$ cat config.mk
export PLATFORM = sky130hd
export DESIGN_NAME = fetch_queue_unit
export DESIGN_NICKNAME = d
export VERILOG_FILES = /design/src/rtl/fetch_queue_unit.sv
export SDC_FILE = /design/constraint.sdc
export NUM_CORES = 1
export LEC_CHECK = 0
export ABC_CLOCK_PERIOD_IN_PS = 4200
export CORE_UTILIZATION = 50
export CTS_CLUSTER_DIAMETER = 60
export DETAILED_ROUTE_END_ITERATION = 10
export PLACE_DENSITY_LB_ADDON = 0.15
export SLEW_MARGIN = 20
export SYNTH_ARGS = -nofsm -noshare
export SYNTH_HDL_FRONTEND = slang
export SYNTH_SLANG_ARGS = --single-unit
export TNS_END_PERCENT = 5
$ cat constraint.sdc
create_clock -name clk -period 4.2 [get_ports clk]
set_clock_uncertainty 0.2 [all_clocks]
set_input_delay 0.84 -clock clk [delete_from_list [all_inputs] [get_ports clk]]
set_output_delay 0.84 -clock clk [all_outputs]
set_load 0.02 [all_outputs]
$ cat src/rtl/fetch_queue_unit.sv
// Instruction-fetch unit. It owns the fetch PC, issues requests to a one-cycle-latency
// instruction memory, and queues the returned words with their PCs for decode.
module fetch_queue_unit #(
  parameter int unsigned           ADDR_WIDTH = 32,
  parameter int unsigned           INST_WIDTH = 32,
  parameter logic [ADDR_WIDTH-1:0] RESET_ADDR = '0,
  parameter int unsigned           DEPTH      = 4
) (
  input  logic                  clk,
  input  logic                  reset,
  input  logic                  redirect_valid,
  input  logic [ADDR_WIDTH-1:0] redirect_addr,
  output logic                  imem_req,
  output logic [ADDR_WIDTH-1:0] imem_addr,
  input  logic [INST_WIDTH-1:0] imem_rdata,
  output logic                  out_valid,
  output logic [INST_WIDTH-1:0] out_inst,
  output logic [ADDR_WIDTH-1:0] out_pc,
  input  logic                  out_ready
);

  localparam int unsigned PtrW = $clog2(DEPTH);
  localparam int unsigned CntW = $clog2(DEPTH + 1);

  logic [ADDR_WIDTH-1:0] fetch_pc_q;
  logic [ADDR_WIDTH-1:0] inflight_pc_q;
  logic                  inflight_q;
  logic [PtrW-1:0]       wr_ptr_q;
  logic [PtrW-1:0]       rd_ptr_q;
  logic [CntW-1:0]       count_q;

  logic [INST_WIDTH-1:0] inst_mem [DEPTH];
  logic [ADDR_WIDTH-1:0] pc_mem   [DEPTH];

  logic [CntW:0] used_slots;
  logic          issue;
  logic          enq;
  logic          deq;
  logic          unused_addr_bits;

  // Low address bits of a redirect are forced to zero, so they never reach the PC.
  assign unused_addr_bits = ^redirect_addr[1:0];

  always_comb begin
    used_slots = {1'b0, count_q} + (CntW + 1)'(inflight_q);
    // Credit comes from registered state only; a same-cycle dequeue frees nothing yet.
    issue      = !reset && !redirect_valid && (used_slots < (CntW + 1)'(DEPTH));
    enq        = inflight_q && !reset && !redirect_valid;
    deq        = (count_q != '0) && out_ready;
  end

  assign imem_req  = issue;
  assign imem_addr = fetch_pc_q;
  assign out_valid = (count_q != '0);
  assign out_inst  = inst_mem[rd_ptr_q];
  assign out_pc    = pc_mem[rd_ptr_q];

  always_ff @(posedge clk) begin
    if (reset) begin
      fetch_pc_q    <= RESET_ADDR;
      inflight_pc_q <= '0;
      inflight_q    <= 1'b0;
      wr_ptr_q      <= '0;
      rd_ptr_q      <= '0;
      count_q       <= '0;
    end else if (redirect_valid) begin
      // Flush everything; the response due next cycle is dropped via inflight_q.
      fetch_pc_q <= {redirect_addr[ADDR_WIDTH-1:2], 2'b00};
      inflight_q <= 1'b0;
      wr_ptr_q   <= '0;
      rd_ptr_q   <= '0;
      count_q    <= '0;
    end else begin
      if (issue) begin
        fetch_pc_q    <= fetch_pc_q + ADDR_WIDTH'(4);
        inflight_pc_q <= fetch_pc_q;
      end
      inflight_q <= issue;
      if (enq) wr_ptr_q <= wr_ptr_q + PtrW'(1);
      if (deq) rd_ptr_q <= rd_ptr_q + PtrW'(1);
      if (enq && !deq) begin
        count_q <= count_q + CntW'(1);
      end else if (!enq && deq) begin
        count_q <= count_q - CntW'(1);
      end
    end
  end

  always_ff @(posedge clk) begin
    if (enq) begin
      inst_mem[wr_ptr_q] <= imem_rdata;
      pc_mem[wr_ptr_q]   <= inflight_pc_q;
    end
  end

endmodule

==> metrics.cfg <==
[floorplan]
fp.dieH_um = 158.0
dieWidth_um = 158.0
core_area_mm2 = 0.02368
rows = 56
initial_core_util_pct = 51.37
num_io_pins = 166
dieArea_mm2 = 0.02496

[clock_tree]
cts-root-buf = clkbuf_16
clk_pin_slew_ns = 0.06
cts_resized = 0
cts.path.max_buffers = 3
h-tree-depth = 1
cts_tree = yes
clkLatencyLatePin_ns = 0.54
cts_buffers = 31
holdBufCountCts = 0
clock-sinks = 318
cts_setup_buffers = 0

[finish]
area_growth_pct = 25.35
fillers = 1726
antenna-diode-count = 0
nNetsFinal = 971
regArea_mm2 = 0.008856
multi_input_area_mm2 = 0.003124
finish.utilization_pct = 64.39
drive_gt1_share_pct = 15.64

[drt]
drtPass1Iterations = 5
dr_total_vias = 6876
via_per_inst = 5.545
drc = 0
drt_iter0_drc = 357
drt_wl_total_um = 24160
antenna_left = 0
routedWlPerCell_um = 19.48

[sta]
hold_violations = 0
fin_crit_ns = 3.692
min_period_over_period_pct = 87.89
tns_ns = 0
tightest_slew_ns = 0.6614
max_freq_mhz = 270.9
slew-limit-headroom_pct = 55.91
final_max_slew_viol_count = 0
finalWorstSetupSlack_ns = 0.5084
finalSetupViolations = 0
rsz0062_at_grt = false

[yosys]
seq_area_frac_synth_pct = 72.73
yosysWarnings = 0
synth_edf_count = 248
postSynthCellCount = 726
avgSynthCellArea_um2 = 16.76
async_reset_ff_share_pct = 0
synth_area_mm2 = 0.01217
yosysUniqueCellTypes = 41
synth_ff_type = edfxtp_1
ys_seq_elements = 318

[flow_run]
cap_violations = 0

[critical_path]
cpPeakStageDelay_ns = 0.68
rrSetupSlack_ns = 1.64
reg2reg_from = inflight_q$_SDFF_PP0_
cp_data_arrival_time_ns = 2.65
cp.required_ns = 3.16
crit_chain = buf_4 > mux4_2 > clkdlybuf4s50_1
r2r-end = imem_addr[10]$_SDFFE_PP0P_
reg2reg_depth = 7
setup.worst_path.end_class = output pin
slowest_stage = dfxtp_4
crit_fanout = 25
criticalPathCategory = reg2out
critPathLaunchType = flop

[hold_path]
hold_path.class = reg2reg
min_from = inflight_pc_q[22]$_SDFFE_PP0P_
hold_end = pc_mem[3][22]$_DFFE_PP_
holdPathStages = 0

[placed_design]
place_ws_ns = 0.6815
gp_congestion = 0.8820
io_buffers = 159
dp_hpwl_um = 15220

[global_route]
antenna_found_initial = 0
grt_pass1_vias = 7031
grt_start_max_net_pins = 63
grt.total_usage_pct = 19.91
grt_pass1_wl_um = 37810
grt-ovfl-total = 0

[power]
p_leak_nw = 5.119
power_density_mw_per_mm2 = 432.3
p_sw_share_pct = 20.50
peakVddDrop_mv = 0.3300
power.internal_w = 0.005241
switchingPower_w = 0.001351
clockPowerShare_pct = 42.3
power_frac_comb_pct = 5.1
pwr-share-seq_pct = 52.7

[outcome]
outcome = finished, final reports clean

## power groups by stage
stage	sequential [W]	clock, W	combinational [W]
final	0.00347	0.00279	0.000334
after floorplan	0.00354	0	0.000146
after detailed placement	0.00354	0	0.000333
after CTS	0.00347	0.00284	0.000336
after global routing	0.00348	0.00295	0.000360
after global placement	0.00354	0	0.000325
## cells in the final DEF (no fill, tap or decap), types with 3 or more instances in the layout
master,n
edfxtp_1,248
clkdlybuf4s50_1,158
nand2_1,81
dfxtp_1,68
mux4_2,62
a21oi_1,42
nor2_1,38
clkbuf_16,31
xor2_1,17
nand4_1,16
nand3_1,12
a211oi_1,12
inv_1,11
buf_4,11
xnor2_1,9
mux2i_1,8
nor3_1,6
ha_1,6
clkbuf_8,6
clkbuf_1,5
buf_12,5
and3_4,4
nor4_1,4
mux2_1,4
o22ai_1,4
and3_1,4
conb_1,4
inv_6,4
clkinv_2,4
or3_1,3
o21ai_0,3
bufinv_16,3
## cell usage after synthesis, types with 3 or more instances
library cell  count  area (µm²)
edfxtp_1        248        7447
nand2_1          81       304.0
dfxtp_1          70        1401
mux4_2           62        1396
a21oi_1          42       210.2
nor2_1           38       142.6
clkbuf_1         26       97.59
xor2_1           17       148.9
nand4_1          16       100.1
a211oi_1         12       90.09
nand3_1          12       60.06
inv_1            11       41.29
xnor2_1           9       78.83
and3_1            8       50.05
buf_2             8       40.04
mux2i_1           8       80.08
ha_1              6       75.07
nor3_1            6       30.03
buf_4             4       30.03
mux2_1            4       45.04
nor4_1            4       25.02
o22ai_1           4       25.02
buf_1             3       11.26
o21ai_0           3       15.01
or3_1             3       18.77
## critical path: cells and delay by family, from the launching register on
family | cells | cell delay (ns)
buffers and inverters | 2 | 0.88
flip-flops | 1 | 0.68
multiplexers | 1 | 0.52
## how the worst max path moves through the flow
stage	end	slack [ns]	depth (start not counted)
after floorplan	inst_mem[0][0]$_DFFE_PP_	0.78	3
after CTS	out_pc[2]	0.42	3
after global placement	imem_req	0.70	5
after detailed placement	imem_req	0.68	5
after global routing	out_pc[2]	0.36	3
final	out_pc[2]	0.51	3
## area by class of cell
class                           count  area share (%)
Clock buffer                       42           5.752
Clock inverter                     16           1.173
Inverter                           12          0.2954
Multi-Input combinational cell    358           20.49
Sequential cell                   318           58.07
Tap cell                          319           2.617
Timing Repair Buffer              175           11.60
## sequential cells by signal, indices dropped and copies added (netlist names), named ones only
name / flops
inflight_pc_q: 30
inflight_q: 1
wr_ptr_q: 2
count_q: 3
rd_ptr_q: 2
inst_mem: 128
pc_mem: 120
imem_addr: 30
## cells by family (layout without fill, tap and decap cells)
group / after synthesis / after routing / synth area share [%]
XOR/XNOR: 26 / 26 / 1.872
other: 1 / 4 / 0.03083
adder cells (fa/ha/maj): 7 / 7 / 0.7816
AND/OR/NAND/NOR: 179 / 179 / 6.850
buffers and inverters: 53 / 245 / 1.841
AO/OA/AOI/OAI: 68 / 68 / 3.384
multiplexers: 74 / 74 / 12.51
flip-flops: 318 / 318 / 72.73
## routing by layer
metal	GRT usage [%]	wire, µm	up-vias
met4	4.991	340	0
met5	0	0	-
li1	-	-	3150
met3	3.477	1668	30
met1	27.16	10460	3417
met2	33.31	11680	279
## per-stage QoR
stage | power (W) | area, µm² | std cells | hold slack [ns]
after CTS | 0.006652 | 15250 | 1240 | 0.2967
after global placement | 0.003861 | 14190 | 1182 | 0.2720
after global routing | 0.006790 | 15250 | 1240 | 0.3195
final | 0.006593 | 15250 | 1240 | 0.2927
after detailed placement | 0.003873 | 14190 | 1182 | 0.2814
after floorplan | 0.003689 | 12180 | 729 | 0.2600
Note: power is estimated with default switching activity, not from simulation.
